===== src/rtl/dmem_arbiter.sv =====
// Arbiter sharing the single-port data memory between the CPU load/store port and the
// debug/loader port: fair alternation, locked debug bursts with bounded CPU starvation.
module dmem_arbiter #(
    parameter int ADDR_W   = 16,
    parameter int DATA_W   = 16,
    parameter int LOCK_MAX = 16
) (
    input  logic              clk,
    input  logic              reset,

    input  logic              cpu_req,
    input  logic              cpu_we,
    input  logic [ADDR_W-1:0] cpu_addr,
    input  logic [DATA_W-1:0] cpu_wdata,
    output logic              cpu_gnt,
    output logic              cpu_stall,
    output logic              cpu_rvalid,
    output logic [DATA_W-1:0] cpu_rdata,

    input  logic              dbg_req,
    input  logic              dbg_we,
    input  logic [ADDR_W-1:0] dbg_addr,
    input  logic [DATA_W-1:0] dbg_wdata,
    input  logic              dbg_lock,
    output logic              dbg_gnt,
    output logic              dbg_rvalid,
    output logic [DATA_W-1:0] dbg_rdata,

    output logic              mem_we,
    output logic [ADDR_W-1:0] mem_addr,
    output logic [DATA_W-1:0] mem_wdata,
    input  logic [DATA_W-1:0] mem_rdata
);

    typedef enum logic { OWN_NONE, OWN_DBG_LOCKED } owner_e;
    typedef enum logic { LAST_CPU, LAST_DBG } last_e;

    localparam logic [7:0] LOCK_LIMIT = 8'(LOCK_MAX);

    owner_e            owner_q, owner_d;
    last_e             last_q, last_d;
    logic [7:0]        lock_cnt_q, lock_cnt_d;
    logic              cpu_rvalid_q, cpu_rvalid_d;
    logic              dbg_rvalid_q, dbg_rvalid_d;
    logic [DATA_W-1:0] cpu_rdata_q, cpu_rdata_d;
    logic [DATA_W-1:0] dbg_rdata_q, dbg_rdata_d;
    logic              lock_exit;

    always_comb begin
        cpu_gnt = 1'b0;
        dbg_gnt = 1'b0;
        if (owner_q == OWN_DBG_LOCKED && dbg_req) begin
            // The CPU only breaks into a locked burst once it has waited LOCK_MAX grants.
            if (cpu_req && lock_cnt_q == LOCK_LIMIT) cpu_gnt = 1'b1;
            else                                     dbg_gnt = 1'b1;
        end else if (cpu_req && dbg_req) begin
            if (last_q == LAST_DBG) cpu_gnt = 1'b1;
            else                    dbg_gnt = 1'b1;
        end else begin
            cpu_gnt = cpu_req;
            dbg_gnt = dbg_req;
        end
        if (!reset) begin
            cpu_gnt = 1'b0;
            dbg_gnt = 1'b0;
        end
    end

    assign cpu_stall = cpu_req & ~cpu_gnt;

    always_comb begin
        mem_we    = 1'b0;
        mem_addr  = '0;
        mem_wdata = '0;
        if (cpu_gnt) begin
            mem_we    = cpu_we;
            mem_addr  = cpu_addr;
            mem_wdata = cpu_wdata;
        end else if (dbg_gnt) begin
            mem_we    = dbg_we;
            mem_addr  = dbg_addr;
            mem_wdata = dbg_wdata;
        end
    end

    always_comb begin
        owner_d    = owner_q;
        last_d     = last_q;
        lock_cnt_d = lock_cnt_q;
        lock_exit  = (owner_q == OWN_DBG_LOCKED) && (!dbg_req || !dbg_lock);

        if (cpu_gnt)      last_d = LAST_CPU;
        else if (dbg_gnt) last_d = LAST_DBG;

        if (lock_exit)
            owner_d = OWN_NONE;
        else if (owner_q == OWN_NONE && dbg_gnt && dbg_lock)
            owner_d = OWN_DBG_LOCKED;

        // Only grants made while already locked count against the CPU's wait.
        if (lock_exit || cpu_gnt)
            lock_cnt_d = '0;
        else if (owner_q == OWN_DBG_LOCKED && dbg_gnt && cpu_req && lock_cnt_q < LOCK_LIMIT)
            lock_cnt_d = lock_cnt_q + 8'd1;

        cpu_rvalid_d = cpu_gnt & ~cpu_we;
        dbg_rvalid_d = dbg_gnt & ~dbg_we;
        cpu_rdata_d  = cpu_rvalid_d ? mem_rdata : cpu_rdata_q;
        dbg_rdata_d  = dbg_rvalid_d ? mem_rdata : dbg_rdata_q;
    end

    always_ff @(posedge clk or negedge reset) begin
        if (!reset) begin
            owner_q      <= OWN_NONE;
            last_q       <= LAST_DBG;
            lock_cnt_q   <= '0;
            cpu_rvalid_q <= 1'b0;
            dbg_rvalid_q <= 1'b0;
            cpu_rdata_q  <= '0;
            dbg_rdata_q  <= '0;
        end else begin
            owner_q      <= owner_d;
            last_q       <= last_d;
            lock_cnt_q   <= lock_cnt_d;
            cpu_rvalid_q <= cpu_rvalid_d;
            dbg_rvalid_q <= dbg_rvalid_d;
            cpu_rdata_q  <= cpu_rdata_d;
            dbg_rdata_q  <= dbg_rdata_d;
        end
    end

    assign cpu_rvalid = cpu_rvalid_q;
    assign dbg_rvalid = dbg_rvalid_q;
    assign cpu_rdata  = cpu_rdata_q;
    assign dbg_rdata  = dbg_rdata_q;

endmodule


===== config.mk =====
export PLATFORM = sky130hd
export DESIGN_NAME = dmem_arbiter
export DESIGN_NICKNAME = d
export VERILOG_FILES = /design/src/rtl/dmem_arbiter.sv
export SDC_FILE = /design/constraint.sdc
export NUM_CORES = 1
export LEC_CHECK = 0
export ABC_AREA = 1
export CAP_MARGIN = 20
export CORE_ASPECT_RATIO = 1.1
export CORE_MARGIN = 1
export CORE_UTILIZATION = 33
export DETAILED_ROUTE_END_ITERATION = 10
export HOLD_SLACK_MARGIN = 0.15
export PLACE_DENSITY_LB_ADDON = 0.3
export SYNTH_ARGS = -nofsm -noshare
export SYNTH_HDL_FRONTEND = slang
export SYNTH_SLANG_ARGS = --single-unit
export TNS_END_PERCENT = 20

===== constraint.sdc =====
create_clock -name clk -period 1.7 [get_ports clk]
set_input_delay 0.34 -clock clk [delete_from_list [all_inputs] [get_ports clk]]
set_output_delay 0.34 -clock clk [all_outputs]
set_load 0.01 [all_outputs]

== After elaboration in Yosys (flattened, before gate mapping) ==
Index checks and enable logic that the tools add are counted.

* Bits of input ports: 87
* Output and inout port bits: 70
* Word-level logic and storage cells: 55
* Register bits after elaboration: 44

* Bitwise operators: 7
* Magnitude comparators: 1
* Add/sub/neg operators: 1
* Equal/unequal tests: 1
* Reduce and logical (&&, ||, !) cells: 16
* Mux-type cells: 22

{| class="wikitable"
|+ Operator list
! operator !! count
|-
| 16-bit two-way mux || 4
|-
| 1-bit two-way mux || 16
|-
| 8-bit two-way mux || 2
|-
| 1-bit logical AND || 9
|-
| 8-bit by 1-bit adder with 8-bit output (second input constant) || 1
|-
| 8-bit by 5-bit equality test with 1-bit output (second input constant) || 1
|-
| 8-bit by 5-bit < comparator with 1-bit output (second input constant) || 1
|-
| 2-bit nonzero test || 3
|-
| 1-bit inverter || 4
|-
| 1-bit bitwise AND || 3
|-
| 1-bit zero test || 2
|-
| 1-bit logical OR || 2
|}

== Longest topological paths before layout ==
* Depth in word-level cells: 10
* Depth in mapped cells: 10
* Mapped depth without buffers: 9

== Least setup slack after synthesis ==
OpenSTA, ideal clock, no wires.

* Path kind: flip-flop to output port
* Start: reg lock_cnt_q[0]
* End: out mem_we
* Path slack: -0.080 ns
* Cell stages (with the launch flop): 9
* Arrival time: 1.440 ns
* Data required time: 1.360 ns
* Buffers on the path: 1
* Path through: dfrtp_1 > inv_1 > ha_1 > nand4_1 > inv_1 > a21oi_4 > buf_4 > nand2_1 > a21oi_1

* Longest elaborated chain between the ends: 7
* Elaborated cells on any way between the ends: 10
* Classes of those cells: 1 x eq/ne; 8 x mux; 1 x reduce/logical

{| class="wikitable"
|+ RTL lines
! item !! RTL line !! source
|-
| start: declaration || 42 || <nowiki>logic [7:0] lock_cnt_q, lock_cnt_d;</nowiki>
|-
| start signal: assignment || 124 || <nowiki>lock_cnt_q <= lock_cnt_d;</nowiki>
|-
| 8-bit by 5-bit equality test with 1-bit output * || 54 || <nowiki>if (cpu_req && lock_cnt_q == LOCK_LIMIT) cpu_gnt = 1'b1;</nowiki>
|-
| 1-bit logical AND * || 54 ||
|-
| 1-bit two-way mux || 54 ||
|-
| 1-bit two-way mux || 52 || <nowiki>if (owner_q == OWN_DBG_LOCKED && dbg_req) begin</nowiki>
|-
| 1-bit two-way mux || 63 || <nowiki>if (!reset) begin</nowiki>
|-
| 1-bit two-way mux || 79 || <nowiki>end else if (dbg_gnt) begin</nowiki>
|-
| 1-bit two-way mux * || 75 || <nowiki>if (cpu_gnt) begin</nowiki>
|-
| end: declaration || 29 || <nowiki>output logic mem_we,</nowiki>
|}

Every way passes the cells marked *; elsewhere a longest branch is shown, timed or not.

== Final worst setup path ==
* Start: reg lock_cnt_q[1]
* End: out mem_wdata[15]

* Longest elaborated chain between the ends: 7
* Elaborated cells on any way between the ends: 10
* Classes of those cells: 1 x eq/ne; 8 x mux; 1 x reduce/logical

{| class="wikitable"
|+ RTL lines
! item !! RTL line !! source
|-
| 8-bit by 5-bit equality test with 1-bit output * || 54 ||
|-
| 1-bit logical AND * || 54 ||
|-
| 1-bit two-way mux || 54 ||
|-
| 1-bit two-way mux || 52 ||
|-
| 1-bit two-way mux || 63 ||
|-
| 16-bit two-way mux || 79 ||
|-
| 16-bit two-way mux * || 75 ||
|-
| end: declaration || 31 || <nowiki>output logic [DATA_W-1:0] mem_wdata,</nowiki>
|}

Marks and branches as above.

==> results <==
- The number of buffer cells added on primary ports is 156.
- The setup check on the worst reg-to-reg path leaves a slack of -0.05 ns.
- The worst setup path is captured at an output port.
- The synthesized area is roughly 2400 sq um.
- In this run the remaining antenna-violating nets after routing total 0.
- The final critical-path share of the clock period is 1.287.
- The count of unresolved DRC violations after routing is 0.
- The hold slack is 0.1765 ns.
- The final layout net count is 606.
- Entering global routing, the biggest net connects 36 pins.
- The average cell area after synthesis is 7.359 sq um.
- The final core utilization is 0.6858.
- The share of synthesized area in the top cell type comes to 0.4570.
- Setup violations remaining at the end of the flow were counted as between 50 and 60.
- The TritonCTS buffer count is 5.
- The ratio of cells with drive above 1 in the final layout is 0.2857.
- The internal cell power is 2.909 mW.
- During synthesis, Yosys emitted a total of 0 warnings.
- The placed instances occupy a cell area of 4131 sq um.
- The completed layout was analyzed and its total power is 4.313 mW.
- The area of the die is 7478 sq um.
- The count of placed standard cells in the final layout, fillers left out is 600.
- The sequential share of power is 0.339.
- The net switching fraction of the power is 0.3256.
- In this run the power spent charging and discharging nets is 1.405 mW.
- The core outline area is 6749 sq um.
- The largest area contributor in the synthesized netlist is sky130_fd_sc_hd__dfrtp_1.
- The unique cell type count in the Yosys netlist is 24.
- The cell count after synthesis is 320.
- After layout, the minimum clock period comes to approximately 2.2 ns.
- The half-perimeter wire length of the detailed placement result is 5817 microns.
- The total number of clock tree sinks is 44.
- The static leakage is 2.376 nW.
- The met2 capacity usage during global routing is 0.3933.
- The final layout contains routed wiring with a total length of 8446 microns.
- The I/O pin total is 157.
- The nature of the critical path startpoint is a register.
- The global routing stage identified its most utilized layer as met2.
- The endpoint of the lowest-slack register-to-register path is cpu_rdata[12].
- The highest net fanout along the worst path is 8.
- At the later pin of the worst-skew pair, clock insertion delay measures 0.29 ns.
- In the final timing run, aggregate negative setup slack is -15.98 ns.
- The worst slew margin relative to its limit is 0.7089.
- The count of final hold-check violations is 0.
- Including well taps, the total number of placed cells is 570.
- The global routing usage summed across all routing layers is 0.2192.
- The count of final max-slew check failures was 0.
- The setup slack at placement is -0.9866 ns.
- For the worst setup path, the data required time is 1.36 ns.
- The floorplan step set the die height to approximately 90 microns.
- The peak ir drop on the vdd network is 0.7192 mV.
- The checks that failed: negative setup slack.
- In the global route stage, met1 resource usage came out at 0.2336.
- The path category of the worst min-delay check is in2async.
- The initial utilization of the core area, before any placement, comes to 0.3489.
- The met3 routing resource usage after global routing is 0.07677.
- The area of all placed cells without fillers is 4628 sq um.
- The worst setup path is of the reg2out kind.
- The via count of the first global-routing pass is 2711.
- Across the run, the number of max-cap violations was 0.
- The first global-routing pass estimated 12600 microns of wire.
- The detailed router finished its first iteration with 55 violations.
- The number of iterations in the first detailed-routing pass is 4.
- Of the total power, the clock network draws 0.196.
- The clock passes through at most 2 buffers.
- After clock tree synthesis, the clock-pin slew on the worst setup and hold paths is 0.08 ns.
- The area growth from synthesis to layout is 96.55%.
- After detailed routing, the average wire length per cell comes to 14.08 microns.
- Measured in cells, the most critical reg-to-reg path has a length of 10.
- After synthesis, the cell types taking the most area are sky130_fd_sc_hd__dfrtp_1 46%, sky130_fd_sc_hd__nand2_1 24%, sky130_fd_sc_hd__inv_1 5.9%.
- The timing startpoint of the critical path is lock_cnt_q[1].
- Static timing analysis puts the maximum clock frequency at 0.4571 GHz.
- The TritonCTS clock tree is done.
- The most critical setup path has its endpoint at mem_wdata[15].
- The final route contains roughly 2800 vias.
- The transition time at the pin with the least slew margin is 0.4367 ns.
- For this run, the register share of the synthesized area comes to 0.4681.
- The final clock skew is 0.002492 ns.
- The power density over cell area is just over 900 nW/um^2.
- The number of antenna violations at the first check in global routing came to 0.
- The die span in x is between 80 and 90 microns.
- For the worst setup path, the data arrival time is 1.85 ns.
- After layout, the worst setup slack is -0.4876 ns.
- The final estimated routing congestion in global placement is 0.8279.
- The flip-flop and latch count after synthesis is 44.
- The tree is rooted in a sky130_fd_sc_hd__clkbuf_8.
- Of the total power, combinational logic draws 0.465.
- The startpoint identified for the worst register-to-register timing path is lock_cnt_q[1].
- The number of nets in the synthesized netlist is 409.
- The run finished, with violations left.
- The total overflow left after global routing is 0.
- The vias per cell is between 4 and 5.
- The number of antenna diodes in the final layout is 0.
- Setup repair after global routing could not meet its margin everywhere.
- The H-tree was split into 2 levels.
- The floorplan has 31 rows.
[registers in the layout, summed over array words and instances (netlist names)]
| register | flops |
|---|---|
| owner_q | 1 |
| cpu_rvalid | 1 |
| dbg_rdata | 16 |
| dbg_rvalid | 1 |
| cpu_rdata | 16 |
| last_q | 1 |
| lock_cnt_q | 8 |
[timing repair]
item | in CTS | in global routing
buffers inserted | 18 | 1
pin swaps | 12 | 4
endpoints found under the hold margin | 8 | 0
gates resized for setup | 203 | 27
cloned | 3 | 1
hold buffers | 1 | 0
setup endpoints to repair | 63 | 77
[cell type report]
class	count	area (sq um)
Fill cell	532	2121
Timing Repair Buffer	200	1957
Multi-Input combinational cell	223	1139
Sequential cell	44	1102
Inverter	40	165.2
Tap cell	82	102.6
Clock buffer	6	82.58
Timing Repair inverter	3	41.29
Clock inverter	2	38.79
[power by group through the flow]
stage	combinational (mW)	sequential (mW)	clock, mW
2_1_floorplan	0.597	1.57	0
4_1_cts	1.92	1.46	0.877
3_3_place_gp	1.76	1.46	0
3_5_place_dp	1.79	1.46	0
5_1_grt	2.16	1.49	0.924
6_report	2.01	1.46	0.846
[cells in the mapped netlist, drive strengths merged]
library cell / n
a21oi: 5
buf: 13
clkinv: 2
dfrtp: 43
dfstp: 1
ha: 2
inv: 38
nand2: 152
nand3: 9
nand3b: 1
nand4: 2
nor2: 16
nor3: 1
o21ai: 35
[critical path, cell delays in order, from the launching register on]
cell                       delay [ns]
sky130_fd_sc_hd__dfrtp_1         0.40
sky130_fd_sc_hd__inv_2           0.09
sky130_fd_sc_hd__ha_4            0.13
sky130_fd_sc_hd__nand4_1         0.12
sky130_fd_sc_hd__o21ai_2         0.22
sky130_fd_sc_hd__nand2_4         0.10
sky130_fd_sc_hd__buf_12          0.15
sky130_fd_sc_hd__clkinv_4        0.07
sky130_fd_sc_hd__nand2_1         0.09
sky130_fd_sc_hd__nand2_4         0.08
sky130_fd_sc_hd__buf_6           0.10
[per-layer routing]
metal	wire, microns	share of wire
met1	3140	0.37
met2	4095	0.48
met3	1021	0.12
met4	188	0.022
met5	0	0
[cell families after synthesis]
family	synth area share
simple gates	0.3066
buf+inv	0.1121
flops	0.4681
compound gates	0.1026
fa+ha+maj	0.01063
[cells in the final DEF, fill, tap and decap left out, types with 3 or more instances in the layout]
cell type / n
sky130_fd_sc_hd__a21oi_1: 3
sky130_fd_sc_hd__buf_12: 6
sky130_fd_sc_hd__buf_2: 22
sky130_fd_sc_hd__buf_4: 23
sky130_fd_sc_hd__buf_6: 24
sky130_fd_sc_hd__buf_8: 4
sky130_fd_sc_hd__clkbuf_8: 6
sky130_fd_sc_hd__clkdlybuf4s50_1: 117
sky130_fd_sc_hd__clkinv_8: 3
sky130_fd_sc_hd__dfrtp_1: 43
sky130_fd_sc_hd__inv_1: 33
sky130_fd_sc_hd__inv_2: 4
sky130_fd_sc_hd__nand2_1: 119
sky130_fd_sc_hd__nand2_2: 25
sky130_fd_sc_hd__nand2_4: 8
sky130_fd_sc_hd__nand3_1: 8
sky130_fd_sc_hd__nor2_1: 12
sky130_fd_sc_hd__nor2_2: 3
sky130_fd_sc_hd__o21ai_1: 25
sky130_fd_sc_hd__o21ai_2: 8
[how the worst min path moves through the flow]
stage | startpoint | to | cells past startpoint | slack [ns]
after floorplan | reset | cpu_rdata[0] | 0 | 0.04
final | reset | last_q | 2 | 0.18
after global placement | reset | lock_cnt_q[5] | 2 | 0.33
after global routing | reset | last_q | 2 | 0.16
after detailed placement | reset | lock_cnt_q[7] | 2 | 0.33
after CTS | reset | last_q | 2 | 0.16
No activity file was read; power rests on OpenSTA's default activity.
